--- src/rtl/ama_riscv_hazard_unit_pkg.sv ---
// Shared constants for the hazard unit: forward-select encoding, scoreboard field
// widths and the saturating stall-counter helper.
package ama_riscv_hazard_unit_pkg;

  localparam int FWD_RF  = 0;
  localparam int FWD_EX  = 1;
  localparam int FWD_MEM = 2;
  localparam int FWD_WB  = 3;

  localparam int SB_V_W  = 1;
  localparam int SB_WE_W = 1;
  localparam int SB_LD_W = 1;

  function automatic logic [31:0] sat_inc32(input logic [31:0] val);
    return (val == 32'hFFFF_FFFF) ? val : val + 32'd1;
  endfunction

endpackage

--- src/rtl/ama_riscv_hazard_unit_fwd_match.sv ---
// Per-operand priority matcher: finds the youngest in-flight writer of rs and
// reports either its forward stage or a load-use hazard.
module ama_riscv_fwd_match
  import ama_riscv_hazard_unit_pkg::*;
#(
  parameter int NUM_FWD  = 2,
  parameter int LOAD_LAT = 1,
  parameter int REG_AW   = 5,
  parameter int SEL_W    = 2
) (
  input  logic                      used,
  input  logic [REG_AW-1:0]         rs,
  input  logic [NUM_FWD-1:0]        v,
  input  logic [NUM_FWD-1:0]        we,
  input  logic [NUM_FWD-1:0]        ld,
  input  logic [NUM_FWD*REG_AW-1:0] rd,
  output logic [SEL_W-1:0]          sel,
  output logic                      hazard
);

  // Oldest stage evaluated first so the youngest match overwrites it.
  always_comb begin
    sel    = SEL_W'(FWD_RF);
    hazard = 1'b0;
    for (int k = NUM_FWD; k >= 1; k--) begin
      if (used && (rs != '0) && v[k-1] && we[k-1] &&
          (rd[(k-1)*REG_AW +: REG_AW] == rs)) begin
        if (ld[k-1] && (k <= LOAD_LAT)) begin
          sel    = SEL_W'(FWD_RF);
          hazard = 1'b1;
        end else begin
          sel    = SEL_W'(k);
          hazard = 1'b0;
        end
      end
    end
  end

endmodule

--- src/rtl/ama_riscv_hazard_unit.sv ---
// Hazard unit: shift-register scoreboard of in-flight writers driving forward
// selects, load-use stalls, freeze on multi-cycle busy and EX-redirect flushes.
module ama_riscv_hazard_unit
  import ama_riscv_hazard_unit_pkg::*;
#(
  parameter  int NUM_FWD  = 2,
  parameter  int LOAD_LAT = 1,
  parameter  int REG_AW   = 5,
  localparam int SEL_W    = $clog2(NUM_FWD + 1)
) (
  input  logic              clk,
  input  logic              rst,
  input  logic              id_valid,
  input  logic [REG_AW-1:0] rs1_id,
  input  logic [REG_AW-1:0] rs2_id,
  input  logic              rs1_used,
  input  logic              rs2_used,
  input  logic              reg_we_id,
  input  logic [REG_AW-1:0] rd_id,
  input  logic              load_inst_id,
  input  logic              ex_flush,
  input  logic              mc_busy,
  output logic [SEL_W-1:0]  alu_a_sel_fwd,
  output logic [SEL_W-1:0]  alu_b_sel_fwd,
  output logic              stall_if,
  output logic              stall_id,
  output logic              bubble_ex,
  output logic              clear_if,
  output logic              clear_id,
  output logic [31:0]       stall_cnt
);

  // Index 0 is stage 1 (EX); index NUM_FWD-1 is the oldest forwardable stage.
  logic [NUM_FWD-1:0]        sb_v;
  logic [NUM_FWD-1:0]        sb_we;
  logic [NUM_FWD-1:0]        sb_ld;
  logic [NUM_FWD*REG_AW-1:0] sb_rd;

  logic             hz_a;
  logic             hz_b;
  logic             hz_raw;
  logic             hazard;
  logic [SEL_W-1:0] sel_a;
  logic [SEL_W-1:0] sel_b;

  ama_riscv_fwd_match #(
    .NUM_FWD (NUM_FWD),
    .LOAD_LAT(LOAD_LAT),
    .REG_AW  (REG_AW),
    .SEL_W   (SEL_W)
  ) u_match_rs1 (
    .used  (rs1_used),
    .rs    (rs1_id),
    .v     (sb_v),
    .we    (sb_we),
    .ld    (sb_ld),
    .rd    (sb_rd),
    .sel   (sel_a),
    .hazard(hz_a)
  );

  ama_riscv_fwd_match #(
    .NUM_FWD (NUM_FWD),
    .LOAD_LAT(LOAD_LAT),
    .REG_AW  (REG_AW),
    .SEL_W   (SEL_W)
  ) u_match_rs2 (
    .used  (rs2_used),
    .rs    (rs2_id),
    .v     (sb_v),
    .we    (sb_we),
    .ld    (sb_ld),
    .rd    (sb_rd),
    .sel   (sel_b),
    .hazard(hz_b)
  );

  assign hz_raw = id_valid & (hz_a | hz_b);
  assign hazard = hz_raw & ~ex_flush & ~mc_busy;

  // Stalls are gated by reset so they drop the instant reset asserts.
  assign stall_if      = rst & (mc_busy | hazard);
  assign stall_id      = rst & (mc_busy | hazard);
  assign bubble_ex     = rst & hazard;
  assign clear_if      = ex_flush & ~mc_busy;
  assign clear_id      = ex_flush & ~mc_busy;
  assign alu_a_sel_fwd = sel_a;
  assign alu_b_sel_fwd = sel_b;

  always_ff @(posedge clk or negedge rst) begin
    if (!rst) begin
      sb_v      <= '0;
      stall_cnt <= '0;
    end else if (!mc_busy) begin
      for (int k = NUM_FWD - 1; k >= 1; k--) begin
        sb_v[k] <= sb_v[k-1];
      end
      sb_v[0] <= id_valid & ~hz_raw & ~ex_flush;
      if (hazard) begin
        stall_cnt <= sat_inc32(stall_cnt);
      end
    end
  end

  // Payload fields are only meaningful where the matching valid bit is set.
  always_ff @(posedge clk) begin
    if (!mc_busy) begin
      for (int k = NUM_FWD - 1; k >= 1; k--) begin
        sb_we[k]                 <= sb_we[k-1];
        sb_ld[k]                 <= sb_ld[k-1];
        sb_rd[k*REG_AW +: REG_AW] <= sb_rd[(k-1)*REG_AW +: REG_AW];
      end
      sb_we[0]          <= reg_we_id;
      sb_ld[0]          <= load_inst_id;
      sb_rd[REG_AW-1:0] <= rd_id;
    end
  end

endmodule
--- config.mk ---
export PLATFORM = sky130hd
export DESIGN_NAME = ama_riscv_hazard_unit
export DESIGN_NICKNAME = d
export VERILOG_FILES = /design/src/rtl/ama_riscv_hazard_unit_pkg.sv /design/src/rtl/ama_riscv_hazard_unit_fwd_match.sv /design/src/rtl/ama_riscv_hazard_unit.sv
export SDC_FILE = /design/constraint.sdc
export NUM_CORES = 1
export LEC_CHECK = 0
export CORE_UTILIZATION = 45
export DETAILED_ROUTE_END_ITERATION = 10
export DONT_BUFFER_PORTS = 1
export PLACE_DENSITY = 0.72
export SLEW_MARGIN = 20
export SYNTH_ARGS = -nofsm -noshare
export SYNTH_HDL_FRONTEND = slang
export SYNTH_SLANG_ARGS = --single-unit
export TNS_END_PERCENT = 50
--- constraint.sdc ---
create_clock -name clk -period 6.9 [get_ports clk]
set_clock_uncertainty 0.2 [all_clocks]
set_input_delay 1.38 -clock clk [delete_from_list [all_inputs] [get_ports clk]]
set_output_delay 1.38 -clock clk [all_outputs]
set_load 0.05 [all_outputs]
# ---- Yosys cells after proc, flatten, opt, wreduce, memory -nomap -nowiden
# Cells that the tools add are included.
dict set report word_totals {
  wordCells 50
  ff_bits 47
  output_inout_bits 41
  inputBits 24
}
dict set report classes {
  n_reduce_logical 17
  bitwise_logic 14
  n_mux 8
  addsub 1
  eq_ne 5
}
# operator count
set op_table {}
lappend op_table {{32-bit by 1-bit adder with 32-bit output (second input constant)} 1}
lappend op_table {{32-bit equality test (second input constant)} 1}
lappend op_table {{5-bit equality test} 4}
lappend op_table {{1-bit logical AND} 14}
lappend op_table {{5-bit nonzero test} 2}
lappend op_table {{1-bit AND} 8}
lappend op_table {{2-bit two-way mux} 4}
lappend op_table {{1-bit two-way mux} 4}
lappend op_table {{1-bit NOT} 4}
lappend op_table {{3-bit AND reduction} 1}
lappend op_table {{1-bit bitwise OR} 2}

# ---- Longest topological paths before layout
dict set report depth {
  word_depth 12
  ltp_mapped 9
}

# ---- By module
# From an unflattened synthesis, not the netlist that was laid out.
dict set report hier_totals {
  hier_cells 207
  hier_area_um2 2476.1
}
# module area_per_inst_um2 cells_each instances
set by_module_without_submodules {}
lappend by_module_without_submodules {ama_riscv_hazard_unit 2135.8 167 1}
lappend by_module_without_submodules {ama_riscv_fwd_match 170.2 20 2}

# ---- Worst setup path after synthesis
# OpenSTA, ideal clock, no wires.
dict set report synth_path {
  path_kind {input -> output}
  start {in rs2_id[2]}
  end {out bubble_ex}
  slack_ns 1.959
  n_path_buf 0
  required_time_ns 5.320
  stages 5
  arrival_ns 3.361
  path_cell_list {xnor2_1 -> nand4_1 -> nor4_2 -> nor2_2 -> nor3b_1}
}
dict set report synth_via {
  elab_chain_len 11
}
# element line_no
set synth_rtl {}
lappend synth_rtl {{start: declaration} ama_riscv_hazard_unit.sv:15} ;# input logic [REG_AW-1:0] rs2_id,
lappend synth_rtl {{5-bit nonzero test} ama_riscv_hazard_unit_fwd_match.sv:26} ;# if (used && (rs != '0) && v[k-1] && we[k-1] &&
lappend synth_rtl {{1-bit logical AND (3 in series)} ama_riscv_hazard_unit_fwd_match.sv:26}
lappend synth_rtl {{1-bit logical AND *} ama_riscv_hazard_unit_fwd_match.sv:26}
lappend synth_rtl {{1-bit two-way mux *} ama_riscv_hazard_unit_fwd_match.sv:26}
lappend synth_rtl {{1-bit bitwise OR *} ama_riscv_hazard_unit.sv:78} ;# assign hz_raw = id_valid & (hz_a | hz_b);
lappend synth_rtl {{1-bit AND *} ama_riscv_hazard_unit.sv:78}
lappend synth_rtl {{1-bit AND * (2 in series)} ama_riscv_hazard_unit.sv:79} ;# assign hazard = hz_raw & ~ex_flush & ~mc_busy;
lappend synth_rtl {{1-bit AND *} ama_riscv_hazard_unit.sv:84} ;# assign bubble_ex = rst & hazard;
lappend synth_rtl {{end: declaration} ama_riscv_hazard_unit.sv:27} ;# output logic bubble_ex,
# Mark *: on every way between the ends. The rest lies on a longest branch, timed or not.

# ---- Worst setup path in the final report
dict set report layout_path {
  start {in rs2_id[0]}
  end {out stall_if}
}
dict set report layout_via {
  elab_chain_len 12
}
# element line_no
set layout_rtl {}
lappend layout_rtl {{5-bit nonzero test} ama_riscv_hazard_unit_fwd_match.sv:26}
lappend layout_rtl {{1-bit logical AND (3 in series)} ama_riscv_hazard_unit_fwd_match.sv:26}
lappend layout_rtl {{1-bit logical AND *} ama_riscv_hazard_unit_fwd_match.sv:26}
lappend layout_rtl {{1-bit two-way mux *} ama_riscv_hazard_unit_fwd_match.sv:26}
lappend layout_rtl {{1-bit bitwise OR *} ama_riscv_hazard_unit.sv:78}
lappend layout_rtl {{1-bit AND *} ama_riscv_hazard_unit.sv:78}
lappend layout_rtl {{1-bit AND * (2 in series)} ama_riscv_hazard_unit.sv:79}
lappend layout_rtl {{1-bit bitwise OR *} -}
lappend layout_rtl {{1-bit AND *} -}
lappend layout_rtl {{end: declaration} ama_riscv_hazard_unit.sv:25} ;# output logic stall_if,
# Marks and branches as above.

==> metrics.txt <==
DRC 0; Final min period 4.85 ns; cell row count 26; Post-CTS Setup Inserts 0; DRT antenna net count 0; layout cells sized above 1 11.5%; FFs w/ async S/R, synth 72.3%; fillcell total 487; Max VDD drop 0.000132 V; initial antenna violation count 0; final hold vios 0; setup TNS 0 ns; area leader, netlist dfrtp_1; diode count 0; core box area 0.00514 mm²; final period utilization 70.3%; most frequent cells after synthesis 34 x dfrtp_1, 30 x xor2_1, 21 x nor3_1, 19 x xnor2_1; Worst Tran Pin Value 1.05 ns; Post-synth EDFFs 13; max_cap viols 0; TritonCTS clock tree yes; syn nets 246; Worst setup EP type primary output; Worst Hold Class reg2reg; DRT iter0 DRCs 44; DR WL/cell 15.9 µm; vias in the first global route approximately 1.5k; post_cts resized 0; synth unique cells 33; overall die area 0.00567 mm²; Net count, final 251; worst hold margin 0.269 ns; largest net degree at the start of global routing 37; io pins 65; total gr overflow 0; TritonRoute pass-1 iters 4; clk slew on worst S/H paths 0.09 ns; clk_lat worst skew 0.30 ns; CP Launch Type primary input; post-route setup slack 2.05 ns; yosys warns 0; hold buffer count at CTS 0; Max Fclk about 210 MHz; chip height 75.3 µm; met1 WL 2080 µm; GRT Overall Usage 18.0%; Clock Tree Buf Depth 2; met2 routed WL 2290 µm; final setup violation count 0; RSZ-0062 raised after global routing no; share of the synthesized area in the top cell type 35.2%; critical path class in2out; first-pass GRT wire length ~7400 µm; placed insts 289; wire length on met3 312 µm; Post-Synthesis Cells between 200 and 250; htree depth 2; Die W between 70 and 80 µm; root buf cell clkbuf_8; TritonCTS Buffers 5; overall via count from detail_route 1600; highest routed layer met4; Final Max Tran Viols 0; leakage 1.06 nW; Synth Cell Area 0.00242 mm²; WL final about 4700 µm; total power 0.491 mW; TritonCTS Sinks 47; DP Worst Slack 2.04 ns; top cells by area, synth dfrtp_1 35%, edfxtp_1 16%, xor2_1 11%; top-count cell post-synth dfrtp_1; syn_area_per_cell between 10 and 15 µm²; power density over the cells 190 mW/mm²; Worst EP required 5.32 ns; fin cells 297; initial core utilization 47.0%; Vias/cell 5.39; Slew headroom between 20% and 30%; Crit Path Max Fanout 6; Seq cells post-synth 47; worst path arrival time 3.27 ns; port bufs 0; most used flip-flop cell after synthesis dfrtp_1; routability cong. 0.752; Seq/Total Area, Yosys 51.4%; Post-DP HPWL 3470 µm; outcome completed; multi-input logic area 0.00109 mm²; Area growth, synth to finish 6.78%; Reg area 0.00124 mm²
==> power by group <==
part,switching (mW),internal (mW),total (mW)
Sequential,0.00736,0.294,0.302
Clock,0.0952,0.0706,0.166
Combinational,0.0130,0.0108,0.0238
==> cells by family after synthesis <==
| family | count (synthesis) | share of synthesized area [%] |
|---|---|---|
| xor+xnor | 49 | 17.8 |
| buf+inv | 17 | 3.62 |
| mux | 4 | 1.86 |
| flops | 47 | 51.4 |
| fa+ha+maj | 1 | 0.518 |
| compound gates | 7 | 2.38 |
| simple gates | 96 | 22.5 |
==> final cells by class <==
class / count / area share, %
timing repair buffer: 3 / 0.873
multi-input combinational: 157 / 42.4
clock buffer: 5 / 2.67
sequential: 47 / 48.1
tap: 70 / 3.39
clock inverter: 3 / 0.776
inverter: 12 / 1.75
==> placed cells by master, fill, tap and decap left out <==
cell / Yosys / final
dfrtp_1: 34 / 34
xor2_1: 30 / 30
nor3_1: 21 / 21
xnor2_1: 19 / 19
nand2_1: 15 / 15
nor2_1: 15 / 15
edfxtp_1: 13 / 13
inv_1: 12 / 12
nand3_1: 12 / 12
nand4_1: 10 / 10
clkbuf_8: 0 / 5
mux2_2: 4 / 4
nor2b_1: 4 / 3
nor4_1: 3 / 3
or3_1: 3 / 3
buf_4: 2 / 3
or4_1: 2 / 2
nor4_2: 2 / 2
nand2b_1: 2 / 2
nor4_4: 2 / 2
clkinvlp_4: 0 / 2
o21ai_2: 1 / 1
o21ai_1: 1 / 1
nor2b_2: 0 / 1
nor2_2: 1 / 1
nor3b_1: 2 / 1
o21a_1: 1 / 1
or3b_2: 1 / 1
nor3b_2: 0 / 1
o211ai_2: 1 / 1
a21o_1: 1 / 1
nor4b_2: 1 / 1
o31ai_1: 1 / 1
o41ai_1: 1 / 1
ha_1: 1 / 1
clkinv_2: 0 / 1
==> critical path, stage by stage <==
cell and delay [ns]:
xnor2_1 0.13, nand4_1 0.12, nor4_2 0.46, nor2_2 0.17
nor3b_1 0.23, o21a_1 0.77
==> path summary, 6_finish.rpt <==
path,cells after the start,to,slack (ns),startpoint
worst min register to register,0,sb_we[1],0.27,sb_we[0]
worst min-delay path,0,sb_we[1],0.27,sb_we[0]
max in group asynchronous,0,stall_cnt[17],5.85,rst
worst max register to register,7,stall_cnt[1],4.05,stall_cnt[0]
min in group asynchronous,0,stall_cnt[27],0.57,rst
worst max-delay path,6,stall_if,2.05,rs2_id[0]
==> sequential cells by signal, indices dropped and copies added (netlist names) <==
name       flops
sb_ld          1
sb_v           2
sb_we          2
sb_rd         10
stall_cnt     32
==> per-stage QoR <==
step | cell area [µm²] | utilization, %
final | 2580 | 50.2
after global routing | 2580 | 50.2
after CTS | 2580 | 50.2
after detailed placement | 2490 | 48.5
after global placement | 2490 | 48.5
after floorplan | 2420 | -
==> metal layers <==
| metal | vias up | global-route usage, % |
|---|---|---|
| li1 | 768 | - |
| met1 | 770 | 22.2 |
| met2 | 58 | 28.8 |
| met3 | 4 | 7.36 |
| met4 | 0 | 6.38 |
| met5 | - | 0 |
No activity file was read; power rests on OpenSTA's default activity.
